$ cat src/rtl/uart_rx_frontend.sv
// UART receive front end: 2-flop synchronizer, 3-sample majority vote, 8N1 deframer, valid/ready holding register.
// Define UART_RX_PARITY_EN to receive 8E1 frames with a live parity_err output.
`timescale 1ns/1ps

module uart_rx_frontend #(
    parameter int CLKS_PER_BIT = 434
) (
    input  logic       clk,
    input  logic       reset,
    input  logic       rx,
    output logic [7:0] data,
    output logic       valid,
    input  logic       ready,
    output logic       frame_err,
    output logic       parity_err,
    output logic       overrun,
    output logic       busy
);

    localparam int                H         = CLKS_PER_BIT / 2;
    localparam int                CNT_W     = $clog2(CLKS_PER_BIT);
    localparam logic [CNT_W-1:0]  CNT_LAST  = CNT_W'(CLKS_PER_BIT - 1);
    localparam logic [CNT_W-1:0]  CNT_START = CNT_W'(H - 1);

`ifdef UART_RX_PARITY_EN
    typedef enum logic [2:0] {S_IDLE, S_START, S_DATA, S_PARITY, S_STOP} state_t;
`else
    typedef enum logic [2:0] {S_IDLE, S_START, S_DATA, S_STOP} state_t;
`endif

    state_t           state_q, state_d;
    logic             rx_meta_q, rx_s_q;
    logic [1:0]       hist_q;
    logic             armed_q, armed_d;
    logic [CNT_W-1:0] cnt_q, cnt_d;
    logic [2:0]       idx_q, idx_d;
    logic [7:0]       shift_q, shift_d;
    logic [7:0]       data_q, data_d;
    logic             valid_q, valid_d;
    logic             frame_err_q, frame_err_d;
    logic             overrun_q, overrun_d;
    logic             maj, fall, line_high, bit_tick, par_ok;

    // NOTE: sequential state uses non-blocking assignments so every flop samples pre-edge values.
    always_ff @(posedge clk or posedge reset) begin
        if (reset) begin
            rx_meta_q <= 1'b1;
            rx_s_q    <= 1'b1;
            hist_q    <= 2'b00;
        end else begin
            rx_meta_q <= rx;
            rx_s_q    <= rx_meta_q;
            hist_q    <= {hist_q[0], rx_s_q};
        end
    end

    // History resets low so the forced-high sync flops cannot fake an idle line after reset.
    assign maj       = (rx_s_q & hist_q[0]) | (rx_s_q & hist_q[1]) | (hist_q[0] & hist_q[1]);
    assign line_high = rx_s_q & hist_q[0] & hist_q[1];
    assign fall      = armed_q & hist_q[0] & ~rx_s_q;
    assign bit_tick  = (cnt_q == CNT_LAST);

`ifdef UART_RX_PARITY_EN
    logic par_q, par_d;
    logic parity_err_q, parity_err_d;

    assign par_ok     = (par_q == ^shift_q);
    assign parity_err = parity_err_q;

    always_ff @(posedge clk or posedge reset) begin
        if (reset) begin
            par_q        <= 1'b0;
            parity_err_q <= 1'b0;
        end else begin
            par_q        <= par_d;
            parity_err_q <= parity_err_d;
        end
    end
`else
    assign par_ok     = 1'b1;
    assign parity_err = 1'b0;
`endif

    // NOTE: every signal written below gets a default first, so no latches are inferred.
    always_comb begin
        state_d     = state_q;
        armed_d     = armed_q | line_high;
        cnt_d       = bit_tick ? '0 : cnt_q + 1'b1;
        idx_d       = idx_q;
        shift_d     = shift_q;
        data_d      = data_q;
        valid_d     = valid_q & ~ready;
        frame_err_d = 1'b0;
        overrun_d   = 1'b0;
`ifdef UART_RX_PARITY_EN
        par_d        = par_q;
        parity_err_d = 1'b0;
`endif
        case (state_q)
            S_IDLE: begin
                cnt_d = '0;
                if (fall) state_d = S_START;
            end
            S_START: begin
                if (cnt_q == CNT_START) begin
                    cnt_d   = '0;
                    idx_d   = 3'd0;
                    state_d = maj ? S_IDLE : S_DATA;
                end
            end
            S_DATA: begin
                if (bit_tick) begin
                    shift_d[idx_q] = maj;
                    idx_d          = idx_q + 3'd1;
                    if (idx_q == 3'd7) begin
`ifdef UART_RX_PARITY_EN
                        state_d = S_PARITY;
`else
                        state_d = S_STOP;
`endif
                    end
                end
            end
`ifdef UART_RX_PARITY_EN
            S_PARITY: begin
                if (bit_tick) begin
                    par_d   = maj;
                    state_d = S_STOP;
                end
            end
`endif
            S_STOP: begin
                // Leave at mid-stop so the next start edge is never missed.
                if (bit_tick) begin
                    state_d     = S_IDLE;
                    frame_err_d = ~maj;
                    if (!maj) armed_d = 1'b0;
`ifdef UART_RX_PARITY_EN
                    parity_err_d = ~par_ok;
`endif
                    if (maj && par_ok) begin
                        if (!valid_q || ready) begin
                            data_d  = shift_q;
                            valid_d = 1'b1;
                        end else begin
                            overrun_d = 1'b1;
                        end
                    end
                end
            end
            default: state_d = S_IDLE;
        endcase
    end

    always_ff @(posedge clk or posedge reset) begin
        if (reset) begin
            state_q     <= S_IDLE;
            armed_q     <= 1'b0;
            cnt_q       <= '0;
            idx_q       <= 3'd0;
            shift_q     <= 8'h00;
            data_q      <= 8'h00;
            valid_q     <= 1'b0;
            frame_err_q <= 1'b0;
            overrun_q   <= 1'b0;
        end else begin
            state_q     <= state_d;
            armed_q     <= armed_d;
            cnt_q       <= cnt_d;
            idx_q       <= idx_d;
            shift_q     <= shift_d;
            data_q      <= data_d;
            valid_q     <= valid_d;
            frame_err_q <= frame_err_d;
            overrun_q   <= overrun_d;
        end
    end

    assign data      = data_q;
    assign valid     = valid_q;
    assign frame_err = frame_err_q;
    assign overrun   = overrun_q;
    assign busy      = (state_q != S_IDLE);

endmodule

$ cat config.mk
export PLATFORM = sky130hd
export DESIGN_NAME = uart_rx_frontend
export DESIGN_NICKNAME = d
export VERILOG_FILES = /design/src/rtl/uart_rx_frontend.sv
export SDC_FILE = /design/constraint.sdc
export NUM_CORES = 1
export LEC_CHECK = 0
export CAP_MARGIN = 20
export CELL_PAD_IN_SITES_DETAIL_PLACEMENT = 2
export CELL_PAD_IN_SITES_GLOBAL_PLACEMENT = 2
export CORE_MARGIN = 2
export CORE_UTILIZATION = 34
export CTS_CLUSTER_SIZE = 24
export DETAILED_ROUTE_END_ITERATION = 16
export PLACE_DENSITY_LB_ADDON = 0.1
export SYNTH_ARGS = -nofsm -noshare
export SYNTH_HDL_FRONTEND = slang
export SYNTH_SLANG_ARGS = --single-unit
$ cat constraint.sdc
create_clock -name clk -period 1.9 [get_ports clk]
set_input_delay 0.19 -clock clk [delete_from_list [all_inputs] [get_ports clk]]
set_output_delay 0.19 -clock clk [all_outputs]
set_load 0.05 [all_outputs]
Word-level counts from Yosys, hierarchy flattened --
Cells that the tools add are included.
Word-level totals: register bits 39, output and inout bits 13, word-level logic and storage cells 79, bits of input ports 4
Operators by class: muxes and demuxes 29, add/sub/neg operators 2, bitwise operators 13, equal/unequal tests 11, reduce and logical (&&, ||, !) cells 10, $lt $le $gt $ge 2
Operators by type and width (count):
- 3-bit two-way mux | 7
- 9-bit two-way mux | 2
- 9-bit case mux with 2 select lines | 1
- 1-bit two-way mux | 14
- 3-bit case mux with 4 select lines | 1
- 2-bit inequality test (second input constant) | 5
- 9-bit by 1-bit adder with 9-bit output (second input constant) | 1
- 9-bit by 8-bit equality test with 1-bit output (second input constant) | 1
- 9-bit equality test (second input constant) | 1
- 8-bit bitwise mux | 1
- 1-bit AND | 7
- 3-bit by 2-bit equality test with 1-bit output (second input constant) | 2
- 3-bit case mux with 2 select lines | 1
- 5-bit AND reduction | 1
- 3-bit by 4-bit less-than comparator with 1-bit output (second input constant) | 1
- 4-bit AND reduction | 1
- 3-bit by 1-bit adder with 3-bit output (second input constant) | 1
- 1-bit demux with 3-bit select | 1
- 3-bit by 1-bit equality test with 1-bit output (second input constant) | 1
- 3-bit equality test (second input constant) | 1
- 3-bit by 1-bit greater-or-equal comparator with 1-bit output (second input constant) | 1
- 3-bit logical NOT | 1
- 1-bit NOT | 3
- 1-bit bitwise OR | 3
- 8 further kinds | 8

Logic depth before layout (Yosys ltp) --
word-level depth 6, mapped depth 7, depth with buffers taken out 6

Worst setup path before layout --
OpenSTA, ideal clock, no wires.
kind register to register, start point register cnt_q[1], end point register data_q[0] (netlist: data[0]), buffers on the path 0, stages on the path, launching flop included 7, setup time 125 ps, arrival time 1798 ps, period minus slack after synthesis 1923 ps, required time 1775 ps, path slack -23 ps, cells stage by stage dfrtp_1 > inv_1 > ha_1 > and4bb_2 > nand4b_4 > nor4_4 > mux2_2
Between the ends: longest elaborated chain between the ends 2
RTL lines:
- start, declared | line 35 | logic [CNT_W-1:0] cnt_q, cnt_d;
- start signal, assigned | line 169 | cnt_q <= cnt_d;
- 9-bit equality test | line 61 | assign bit_tick = (cnt_q == CNT_LAST);
- 4-bit AND reduction (no line)
- end signal, assigned | line 172 | data_q <= data_d;
- end, declared | line 38 | logic [7:0] data_q, data_d;
Every way passes these cells. A chain may end at the register's enable or synchronous reset.

Worst setup path in the final report --
start point register cnt_q[1], end point register shift_q[5]
Between the ends: longest elaborated chain between the ends 2
RTL lines:
- 9-bit equality test | line 61
- 2-bit AND reduction (no line)
- end signal, assigned | line 171 | shift_q <= shift_d;
- end, declared | line 37 | logic [7:0] shift_q, shift_d;
Every way passes these cells.

==> impl_metrics.csv <==
group,metric,value,unit
outcome,status,"finished, violations left",
outcome,violations,"setup timing",
clock_tree,cts_buffers,5,
sta,drv_slew,0,
sta,worst_pin_slew,537,ps
critical_path,start_kind,"flip-flop",
sta,final-hold-violation-count,0,
yosys,synth_compound_area_share,5.99,%
critical_path,worstPathCellList,"inv_2 > ha_4 > and4bb_2 > nand4b_4 > or4_4 > mux2_2",
yosys,yosysWarningCount,0,
cells_and_area,layout_commonest_cell,"dfrtp_1",
global_routing,grt.total_usage,16.7,%
yosys,synth_top_area_cell,"dfrtp_1",
yosys,synth_fp_nets,149,
sta,skew,6.17,ps
clock_tree,clockRootBuffer,"clkbuf_8",
power_and_ir_drop,power_density,967,mW/mm2
yosys,synth_mux_area_share,10.5,%
yosys,synth_xor_area_share,3.58,%
critical_path,critPathCaptureType,"flip-flop",
sta,min_period,1910,ps
global_routing,grt_max_degree,39,
sta,finalSetupViolCount,1,
route,drtIter0Drc,66,
global_routing,first_global_vias,1321,
cells_and_area,nFillCells,490,
route,drcViolationCount,0,
placement,dpl.hpwl,2.75,mm
yosys,synthSimpleGateAreaFrac,18.4,%
global_routing,grt-ovfl-total,0,
yosys,netlist.area_leader.share,52.6,%
yosys,synth_top_family_by_area,"simple AND/OR/NAND/NOR gates",
critical_path,worstSetupPathType,"reg -> reg",
power_and_ir_drop,ir_worst_vdd,540,uV
power_and_ir_drop,power_leakage,1.04,nW
die,io-pin-count,17,
cells_and_area,final_cell_mix,"dfrtp_1 (36), buf_4 (17), nor2_1 (15)",
clock_tree,htreeDepth,2,
cells_and_area,n_antenna_cell,0,
die,dieArea,0.00562,mm2
clock_tree,cts.path.max_buffers,2,
critical_path,crit_path_top_delay_cell,"or4_4",
critical_path,worst_path_largest_cell_delay,460,ps
route,wirelength,4.01,mm
sta,setup_tns,-12.4,ps
route,drt-wirelength-per-cell,16.4,um
placement,io_buffers,15,
yosys,synth_ff_type,"dfrtp_1",
sta,slew_headroom,63.8,%
yosys,seq_area_frac_synth,55.7,%
clock_tree,insertion_delay,300,ps
min_path,hp-class,"in -> reg",
yosys,avgSynthCellArea,12.2,um2
clock_tree,cts_hold_buf,0,
die,core_area,0.00479,mm2
cells_and_area,nNetsFinal,186,
yosys,ys_types,40,
placement,dpl.cell_count,235,
clock_tree,path_clk_slew,80,ps
yosys,synth-adder-area-share,3.65,%
yosys,ys_ff_latch,38,
route,firstDrtPassIters,4,
clock_tree,cts_tree,"done",
sta,min_period_over_period,101,%
placement,gp_congestion,0.742,
global_routing,antenna_found_initial,0,
critical_path,cp_data_arrival_time,2100,ps
die,floorplan.die.height,75.0,um
route,vias,1183,
critical_path,required,2080,ps
sta,fin_ws,-12.4,ps
cells_and_area,drive_gt1_share,29.2,%
clock_tree,cts_sinks,38,
cells_and_area,syn_to_final_growth,30.4,%
yosys,async_flop_share,100,%
sta,fmaxAchievable,0.523,GHz
die,die_x,75.0,um
sta,rsz0062_at_grt,"true",
run,maxCapViolations,0,
yosys,synth_edf_count,0,
yosys,ys_top_cells_by_area,"dfrtp_1 (53%), mux2_2 (11%), ha_1 (3.7%)",
cells_and_area,layout.cells.non_filler,245,
route,viasPerCell,4.83,
yosys,synth_area,0.00171,mm2
global_routing,grt_first_pass_wirelength,6.67,mm
die,initial_core_util,35.8,%
route,ant_nets,0,
die,placementRows,25,
critical_path,cp_max_fo,6,
yosys,syn-instance-count,140,
## stage by stage
step                power, mW  cell area (um2)  utilization [%]  hold slack [ps]  setup slack [ps]
global route             2.29             2230             46.7              309             -77.5
detailed placement       1.42             2050             42.9              350             -45.5
global placement         1.39             2050             42.9              350              18.5
CTS                      2.15             2200             45.9              285             -2.43
finish                   2.16             2230             46.7              289             -12.4
floorplan                1.21             1710                -              194             -23.0
## logic make-up after synthesis
| logic type | count (synthesis) |
|---|---|
| AO/OA/AOI/OAI | 14 |
| XOR/XNOR | 7 |
| adder cells (fa/ha/maj) | 5 |
| buffers and inverters | 8 |
| flip-flops | 38 |
| multiplexers | 16 |
| other | 1 |
| AND/OR/NAND/NOR | 51 |
## worst paths after layout
kind	end	cells after the start	slack [ps]	from
setup / recovery	shift_q[5]	6	-10	cnt_q[1]
hold reg to reg	rx_s_q	0	360	rx_meta_q
hold / removal	rx_meta_q	1	290	rx
min in group asynchronous	cnt_q[4]	3	300	reset
max in group asynchronous	rx_s_q	3	1230	reset
setup reg to reg	shift_q[5]	6	-10	cnt_q[1]
## cell usage after synthesis (2+ instances only)
master    count
and4b_1       3
ha_1          5
inv_1         5
dfstp_2       2
dfrtp_1      36
and3_1        3
a22o_1        3
mux2_2       16
xor2_1        2
clkbuf_1      2
nor2b_1       2
nand2_1       7
nand3_1       3
a21o_1        2
nor4bb_1      2
xnor2_1       5
nor2_1       15
nor3_1        5
## registers in the layout (all words and copies together), names as in the netlist
signal,flops
cnt_q,9
idx_q,3
state_q,2
rx_meta_q,1
frame_err,1
overrun,1
rx_s_q,1
data,8
armed_q,1
valid,1
hist_q,2
shift_q,8
## final cells by class
| cell class | count | area, um2 | share of cell area [%] |
|---|---|---|---|
| sequential | 38 | 953 | 42.7 |
| multi-input combinational | 94 | 783 | 35.1 |
| timing repair buffer | 33 | 288 | 12.9 |
| tap | 67 | 83.8 | 3.75 |
| clock buffer | 7 | 76.3 | 3.42 |
| clock inverter | 1 | 30.0 | 1.34 |
| inverter | 5 | 18.8 | 0.840 |
## repair_timing
| item | in CTS | in global routing |
|---|---|---|
| pin swaps | 2 | 2 |
| gates resized for setup | 8 | 6 |
| endpoints found under the hold margin | 0 | 0 |
| endpoints found under the setup margin | 13 | 24 |
| gates cloned | 0 | 0 |
| buffers inserted | 1 | 1 |
## layer usage
layer / GRT usage (%) / vias up / share of wire (%)
met1: 21.6 / 599 / 47
met3: 4.42 / 6 / 2.6
met2: 26.6 / 13 / 48
met5: 0 / - / 0
li1: - / 565 / -
met4: 7.14 / 0 / 2.0
## report_power, final
group          internal [mW]  switching, mW  total, mW
registers              0.891         0.0650      0.956
logic                  0.262          0.255      0.517
clock network          0.393          0.293      0.685
## worst max-delay path: cells and delay by family, from the launching register on
family / cells / cell delay (ps)
and+or+nand+nor: 3 / 910
DFF: 1 / 400
muxes: 1 / 280
adders and majority gates: 1 / 120
buffers and inverters: 1 / 90
(Power assumes the default switching activity.)
